<file path="config.mk">
export PLATFORM = sky130hd
export DESIGN_NAME = alu_port_arbiter
export DESIGN_NICKNAME = d
export VERILOG_FILES = /design/src/rtl/alu_pkg.sv /design/src/rtl/alu.sv /design/src/rtl/alu_port_arbiter.sv
export SDC_FILE = /design/constraint.sdc
export NUM_CORES = 1
export LEC_CHECK = 0
export CAP_MARGIN = 10
export CORE_MARGIN = 2
export CORE_UTILIZATION = 47
export DETAILED_ROUTE_END_ITERATION = 8
export GPL_TIMING_DRIVEN = 0
export PLACE_DENSITY_LB_ADDON = 0.05
export SETUP_SLACK_MARGIN = 0.5
export SYNTH_ARGS = -nofsm -noshare
export SYNTH_HDL_FRONTEND = slang
export SYNTH_SLANG_ARGS = --single-unit
</file>
<file path="constraint.sdc">
create_clock -name clk -period 13.3 [get_ports clk]
set_input_delay 2.66 -clock clk [delete_from_list [all_inputs] [get_ports clk]]
set_output_delay 2.66 -clock clk [all_outputs]
set_load 0.005 [all_outputs]
</file>
<file path="src/rtl/alu_pkg.sv">
// Shared definitions for the ALU and its two-port arbiter: op codes,
// FSM state encoding and the legal-op check.
package alu_pkg;

  localparam logic [3:0] ALU_AND = 4'b0000;
  localparam logic [3:0] ALU_OR  = 4'b0001;
  localparam logic [3:0] ALU_ADD = 4'b0010;
  localparam logic [3:0] ALU_SUB = 4'b0110;

  localparam logic [1:0] ST_IDLE = 2'd0;
  localparam logic [1:0] ST_EXEC = 2'd1;
  localparam logic [1:0] ST_RESP = 2'd2;

  function automatic logic is_legal_op(input logic [3:0] sel);
    logic legal;
    case (sel)
      ALU_AND, ALU_OR, ALU_ADD, ALU_SUB: legal = 1'b1;
      default:                           legal = 1'b0;
    endcase
    return legal;
  endfunction

endpackage

</file>
<file path="src/rtl/alu.sv">
// Combinational ALU: AND/OR/ADD/SUB modulo 2^n; unknown op codes yield 0.
module alu
  import alu_pkg::*;
#(
  parameter int n = 32
) (
  input  logic [n-1:0] a,
  input  logic [n-1:0] b,
  input  logic [3:0]   sel,
  output logic [n-1:0] result,
  output logic         zero
);

  always_comb begin
    result = '0;
    case (sel)
      ALU_AND: result = a & b;
      ALU_OR:  result = a | b;
      ALU_ADD: result = a + b;
      ALU_SUB: result = a - b;
      default: result = '0;
    endcase
    zero = (result == '0);
  end

endmodule

</file>
<file path="src/rtl/alu_port_arbiter.sv">
// Shares one ALU between two valid/ready requesters with a round-robin
// pointer and an IDLE -> EXEC -> RESP sequence per operation.
module alu_port_arbiter
  import alu_pkg::*;
#(
  parameter int N = 32
) (
  input  logic         clk,
  input  logic         rst_n,
  input  logic         req0_valid,
  input  logic         req1_valid,
  output logic         req0_ready,
  output logic         req1_ready,
  input  logic [N-1:0] req0_a,
  input  logic [N-1:0] req1_a,
  input  logic [N-1:0] req0_b,
  input  logic [N-1:0] req1_b,
  input  logic [3:0]   req0_sel,
  input  logic [3:0]   req1_sel,
  output logic         rsp0_valid,
  output logic         rsp1_valid,
  input  logic         rsp0_ready,
  input  logic         rsp1_ready,
  output logic [N-1:0] rsp0_result,
  output logic [N-1:0] rsp1_result,
  output logic         rsp0_zero,
  output logic         rsp1_zero,
  output logic         rsp0_illegal,
  output logic         rsp1_illegal,
  output logic         busy
);

  logic [1:0]   state;
  logic         prio;
  logic         gnt;
  logic [N-1:0] a_q;
  logic [N-1:0] b_q;
  logic [3:0]   sel_q;
  logic [N-1:0] res_q;
  logic         zero_q;
  logic         illegal_q;
  logic [N-1:0] alu_result;
  logic         alu_zero;
  logic         win;
  logic         any_valid;
  logic         in_resp;
  logic         rsp_taken;

  alu #(.n(N)) u_alu (
    .a      (a_q),
    .b      (b_q),
    .sel    (sel_q),
    .result (alu_result),
    .zero   (alu_zero)
  );

  // Contention goes to prio; a lone request wins outright.
  assign any_valid = req0_valid | req1_valid;
  assign win       = (req0_valid && req1_valid) ? prio : req1_valid;

  assign req0_ready = (state == ST_IDLE) && req0_valid && !win;
  assign req1_ready = (state == ST_IDLE) && req1_valid && win;

  assign in_resp   = (state == ST_RESP);
  assign rsp_taken = gnt ? rsp1_ready : rsp0_ready;
  assign busy      = (state != ST_IDLE);

  assign rsp0_valid   = in_resp && !gnt;
  assign rsp1_valid   = in_resp && gnt;
  assign rsp0_result  = rsp0_valid ? res_q : '0;
  assign rsp1_result  = rsp1_valid ? res_q : '0;
  assign rsp0_zero    = rsp0_valid && zero_q;
  assign rsp1_zero    = rsp1_valid && zero_q;
  assign rsp0_illegal = rsp0_valid && illegal_q;
  assign rsp1_illegal = rsp1_valid && illegal_q;

  always_ff @(posedge clk or negedge rst_n) begin
    if (!rst_n) begin
      state     <= ST_IDLE;
      prio      <= 1'b0;
      gnt       <= 1'b0;
      a_q       <= '0;
      b_q       <= '0;
      sel_q     <= '0;
      res_q     <= '0;
      zero_q    <= 1'b0;
      illegal_q <= 1'b0;
    end else begin
      case (state)
        ST_IDLE: begin
          if (any_valid) begin
            gnt   <= win;
            a_q   <= win ? req1_a : req0_a;
            b_q   <= win ? req1_b : req0_b;
            sel_q <= win ? req1_sel : req0_sel;
            state <= ST_EXEC;
          end
        end
        ST_EXEC: begin
          res_q     <= alu_result;
          zero_q    <= alu_zero;
          illegal_q <= !is_legal_op(sel_q);
          state     <= ST_RESP;
        end
        ST_RESP: begin
          if (rsp_taken) begin
            prio  <= !gnt;
            state <= ST_IDLE;
          end
        end
        default: state <= ST_IDLE;
      endcase
    end
  end

endmodule

</file>
======== Word level (Yosys, flattened, before mapping) ========
Cells that the tools add are included.
storage, ports and cells
  output and inout port bits .............. 73
  bits of input ports ..................... 142
  bits in registers ....................... 106
operators by class
  eq/ne operators ......................... 7
  add/sub/neg operators ................... 2
  bitwise operators ....................... 3
  mux-type cells .......................... 13
  reduce and logical (&&, ||, !) cells .... 22
operators by type and width
  kind                                                                     number
  32-bit two-way mux                                                       4
  32-bit one-hot mux with 4 select lines                                   1
  32-bit adder                                                             1
  32-bit bitwise AND                                                       1
  32-bit zero test                                                         1
  32-bit OR                                                                1
  32-bit subtractor                                                        1
  1-bit logical AND                                                        11
  2-bit one-hot mux with 3 select lines                                    1
  2-bit AND reduction                                                      3
  4-bit by 1-bit equality test with 1-bit output, second input constant    1
  4-bit by 2-bit equality test with 1-bit output, second input constant    1
  4-bit by 3-bit equality test with 1-bit output, second input constant    1
  4-bit zero test                                                          1
  1-bit two-way mux                                                        4
  2-bit two-way mux                                                        2
  4-bit two-way mux                                                        1
  4-bit OR reduction                                                       1
  1-bit zero test                                                          3
  2-bit by 1-bit equality test with 1-bit output, second input constant    1
  2-bit equality test, second input constant                               1
  2-bit zero test                                                          1
  2-bit by 1-bit inequality test with 1-bit output, second input constant  1
  2-bit inequality test, second input constant                             1
  other kinds (2)                                                          2

======== Depth between registers and ports, before layout ========
  depth after elaboration ................. 5
  depth in mapped cells ................... 22
  depth with buffers taken out ............ 20

======== Hierarchy ========
From an unflattened synthesis, not the netlist that was laid out.
unflattened totals
  cells, all modules ...................... 1069
  area total of the unflattened synthesis .. 8823.5 sq um
modules (own cells, without submodules)
  module            times used  area an instance (sq um)  cells each
  alu_port_arbiter  1           5452.7                    571
  alu               1           3370.7                    498

======== Worst setup path before layout ========
Ideal clock, no wire load.
  path type ............................... input port to output port
  from .................................... input req0_valid
  to ...................................... output req0_ready
  slack ................................... 6944 ps
  path buffers ............................ 2
  required time ........................... 10640 ps
  cell stages on the path ................. 5
  data arrival time ....................... 3696 ps
  path through ............................ inv_1 o21ai_0 clkbuf_1 buf_1 and3_1
between the ends
  longest elaborated chain between the ends .. 4
  elaborated cells between the ends (all ways) .. 5
  classes of those cells .................. mux: 1; reduce/logical: 4
RTL lines
  what                 RTL line                source
  start, declared      alu_port_arbiter.sv:10  input logic req0_valid,
  1-bit logical AND    alu_port_arbiter.sv:59  assign win = (req0_valid && req1_valid) ? prio : req1_valid;
  1-bit two-way mux    alu_port_arbiter.sv:59
  1-bit zero test      alu_port_arbiter.sv:61  assign req0_ready = (state == ST_IDLE) && req0_valid && !win;
  1-bit logical AND *  alu_port_arbiter.sv:61
  end, declared        alu_port_arbiter.sv:12  output logic req0_ready,
Mark *: on every way between the ends. The rest lies on a longest branch, timed or not.

======== Final worst setup path ========
Same ends and word-level chain as after synthesis.

==> flow_metrics.env <==
export IMPL_cp_required_ns=10.64
export IMPL_path_clk_slew_ns=0.07
export IMPL_powerDensity_mw_per_mm2=266
export IMPL_syn_nets=1205
export IMPL_hp_class="reg -> reg"
export IMPL_max_stage_delay_ns=0.63
export IMPL_critical_path_buf_inv_count=5
export IMPL_min_period_over_period=0.596
export IMPL_worstHoldStart="res_q[7]"
export IMPL_drive_gt1_frac=0.0333
export IMPL_syn_inst=1028
export IMPL_rsz0062_at_grt="no"
export IMPL_tritoncts="done"
export IMPL_hpwl_mm=22.2
export IMPL_setup_tns_ns=0
export IMPL_grt_first_pass_wirelength_mm=42.2
export IMPL_wl_per_cell_microns=18.2
export IMPL_grt_pass1_vias=7903
export IMPL_root_buffer="clkbuf_16"
export IMPL_min_to="res_q[7]"
export IMPL_ys_seq_elements=106
export IMPL_antenna_found_initial=0
export IMPL_crit_top_cell="clkdlybuf4s50_1"
export IMPL_yosysMostFrequentCell="nor2_1"
export IMPL_timing_critical_path_arrival_ns=5.26
export IMPL_timing_fmax_mhz=126
export IMPL_synth_cell_types=71
export IMPL_htreeDepth=3
export IMPL_path_cells="clkdlybuf4s50_1, inv_1, o21ai_0, clkbuf_1, buf_1, and3_1, clkdlybuf4s50_1"
export IMPL_place_ws_ns=5.41
export IMPL_maxSlewHeadroom=0.289
export IMPL_path_class="in -> out"
export IMPL_skew_ns=0.0104
export IMPL_drc=0
export IMPL_stdcell_count=1485
export IMPL_ys_flop_type="dfrtp_1"
export IMPL_hold_buffers=0
export IMPL_drt_iter0_markers=482
export IMPL_finalWeightedCongestion=0.941
export IMPL_coreArea_sq_mm=0.0174
export IMPL_syn_area_sq_mm=0.00837
export IMPL_clock_sinks=106
export IMPL_grt_max_degree=70
export IMPL_p_leak_nw=4.74
export IMPL_finalInstanceArea_sq_mm=0.0111
export IMPL_via_per_inst=5.66
export IMPL_critPathTopFamily="buffers and inverters"
export IMPL_yosys_top_cells_area="dfrtp_1 32%, mux2i_1 8.5%, a21oi_1 7.2%, nor2_1 6.1%, and3_1 5.6%"
export IMPL_synthToLayoutAreaGrowth_pct=32.8
export IMPL_min_period_ns=7.92
export IMPL_numCtsBuffers=9
export IMPL_first_pass_iters=5
export IMPL_drv_cap=0
export IMPL_setup_violations=0
export IMPL_reg2reg_from="sel_q[3]"
export IMPL_io_pins=215
export IMPL_status="complete, no violations"
export IMPL_die_y_microns=137
export IMPL_whs_path_depth=2
export IMPL_synth_edf_count=0
export IMPL_reg2reg_depth=19
export IMPL_place_area_sq_mm=0.0108
export IMPL_slowest_stage="buf_1"
export IMPL_num_rows=48
export IMPL_async_reset_ff_frac=1.00
export IMPL_grt_overflow=0
export IMPL_antenna_cells=0
export IMPL_seq_area_frac_synth=0.317
export IMPL_hold_viol=0
export IMPL_placedCellCount=1469
export IMPL_yosys_area_top_type="dfrtp_1"
export IMPL_via_count=8408
export IMPL_cp_end_kind="output port"
export IMPL_worst_pin_slew_ns=1.06
export IMPL_synth_top_cell_area_share=0.317
export IMPL_initial_core_util=0.482
export IMPL_routed_wl_mm=27.0
export IMPL_io_buffers=214
export IMPL_cts_buffer_depth=2
export IMPL_cts_resized=0
export IMPL_ant_nets=0
export IMPL_timing_rr_end="zero_q"
export IMPL_yosysWarnings=0
export IMPL_track_usage=0.290
export IMPL_synthTopCellsByCount="136 x nor2_1, 121 x a21oi_1, 106 x dfrtp_1"
export IMPL_reg2reg_slack_ns=6.95
export IMPL_worst_slack_ns=5.38
export IMPL_peakVddDrop_mv=0.109
export IMPL_drv_slew=0
export IMPL_syn_area_per_cell_sq_um=8.14
export IMPL_final_nets=1432
export IMPL_die_area_sq_mm=0.0189
export IMPL_die_w_microns=137
export IMPL_clkLatencyLatePin_ns=0.37
export IMPL_post_cts_setup_buffers=0
export IMPL_critPathMaxFanout=10
export IMPL_critPathLaunchType="input pin"
-- cell families after synthesis --
family	after synthesis	share of synthesized area
AO/OA/AOI/OAI	273	0.198
XOR/XNOR	51	0.0534
adder cells (fa/ha/maj)	58	0.0807
buffers and inverters	89	0.0404
flip-flops	106	0.317
multiplexers	74	0.0889
AND/OR/NAND/NOR	377	0.222
-- layout by cell type, fill, tap and decap left out, drive strengths merged, types with 9 or more instances in the layout --
master,Yosys,routed
a211oi,10,10
a21oi,123,123
a31oi,14,14
and3,75,75
buf,15,18
clkbuf,60,70
clkdlybuf4s50,0,213
dfrtp,106,106
ha,34,34
inv,14,16
maj3,23,23
mux2i,71,71
nand2,87,87
nand2b,10,10
nand4,9,9
nor2,137,137
nor3,14,14
o21ai,60,60
or3,10,10
xnor2,28,28
xor2,23,23
-- through the flow --
step | hold WS (ns) | util | power (mW)
after global placement | 0.469 | 0.622 | 2.63
after floorplan | 0.452 | - | 2.07
after detailed placement | 0.475 | 0.624 | 2.66
final | 0.493 | 0.640 | 2.96
after global routing | 0.512 | 0.640 | 3.21
after CTS | 0.493 | 0.640 | 2.93
-- state kept, by name, summed over array words and instances (netlist names) --
register and count:
a_q 32, b_q 32, res_q 32, sel_q 4, state 2, gnt 1, illegal_q 1, prio 1
zero_q 1
-- worst max-delay path by stage --
stage	from	to	slack, ns	cells after the start
2_1_floorplan	req0_valid	req0_ready	6.94	5
3_3_place_gp	req0_valid	req0_ready	5.45	7
3_5_place_dp	req0_valid	req0_ready	5.41	7
4_1_cts	req0_valid	req0_ready	5.40	7
5_1_grt	req0_valid	req0_ready	5.24	7
6_report	req0_valid	req0_ready	5.38	7
-- worst min-delay path: stages, from the launching register on --
cell and delay [ns]:
dfrtp_1 0.35, nand2_1 0.05, nand2_1 0.06
-- per-layer routing --
layer,GRT usage,routed length [microns],share of wire
met1,0.415,12500,0.46
met4,0.0773,459,0.017
met5,0,0,0
met3,0.0283,1720,0.064
met2,0.471,12300,0.46
-- power breakdown --
group	switching, mW	leakage, nW	internal (mW)
logic	1.23	3.37	0.813
clock network	0.128	0.137	0.134
registers	0.183	1.23	0.475
-- layout make-up --
class / instances / area (sq um)
flip-flops and latches: 106 / 2650
multi-input cells: 833 / 5380
repair buffers: 216 / 2170
fillers: 1618 / 6240
plain buffers: 75 / 285
inverters: 14 / 52.6
well taps: 225 / 282
clock buffers: 10 / 239
clock inverters: 6 / 48.8
Power figures use the tool's default switching activity.
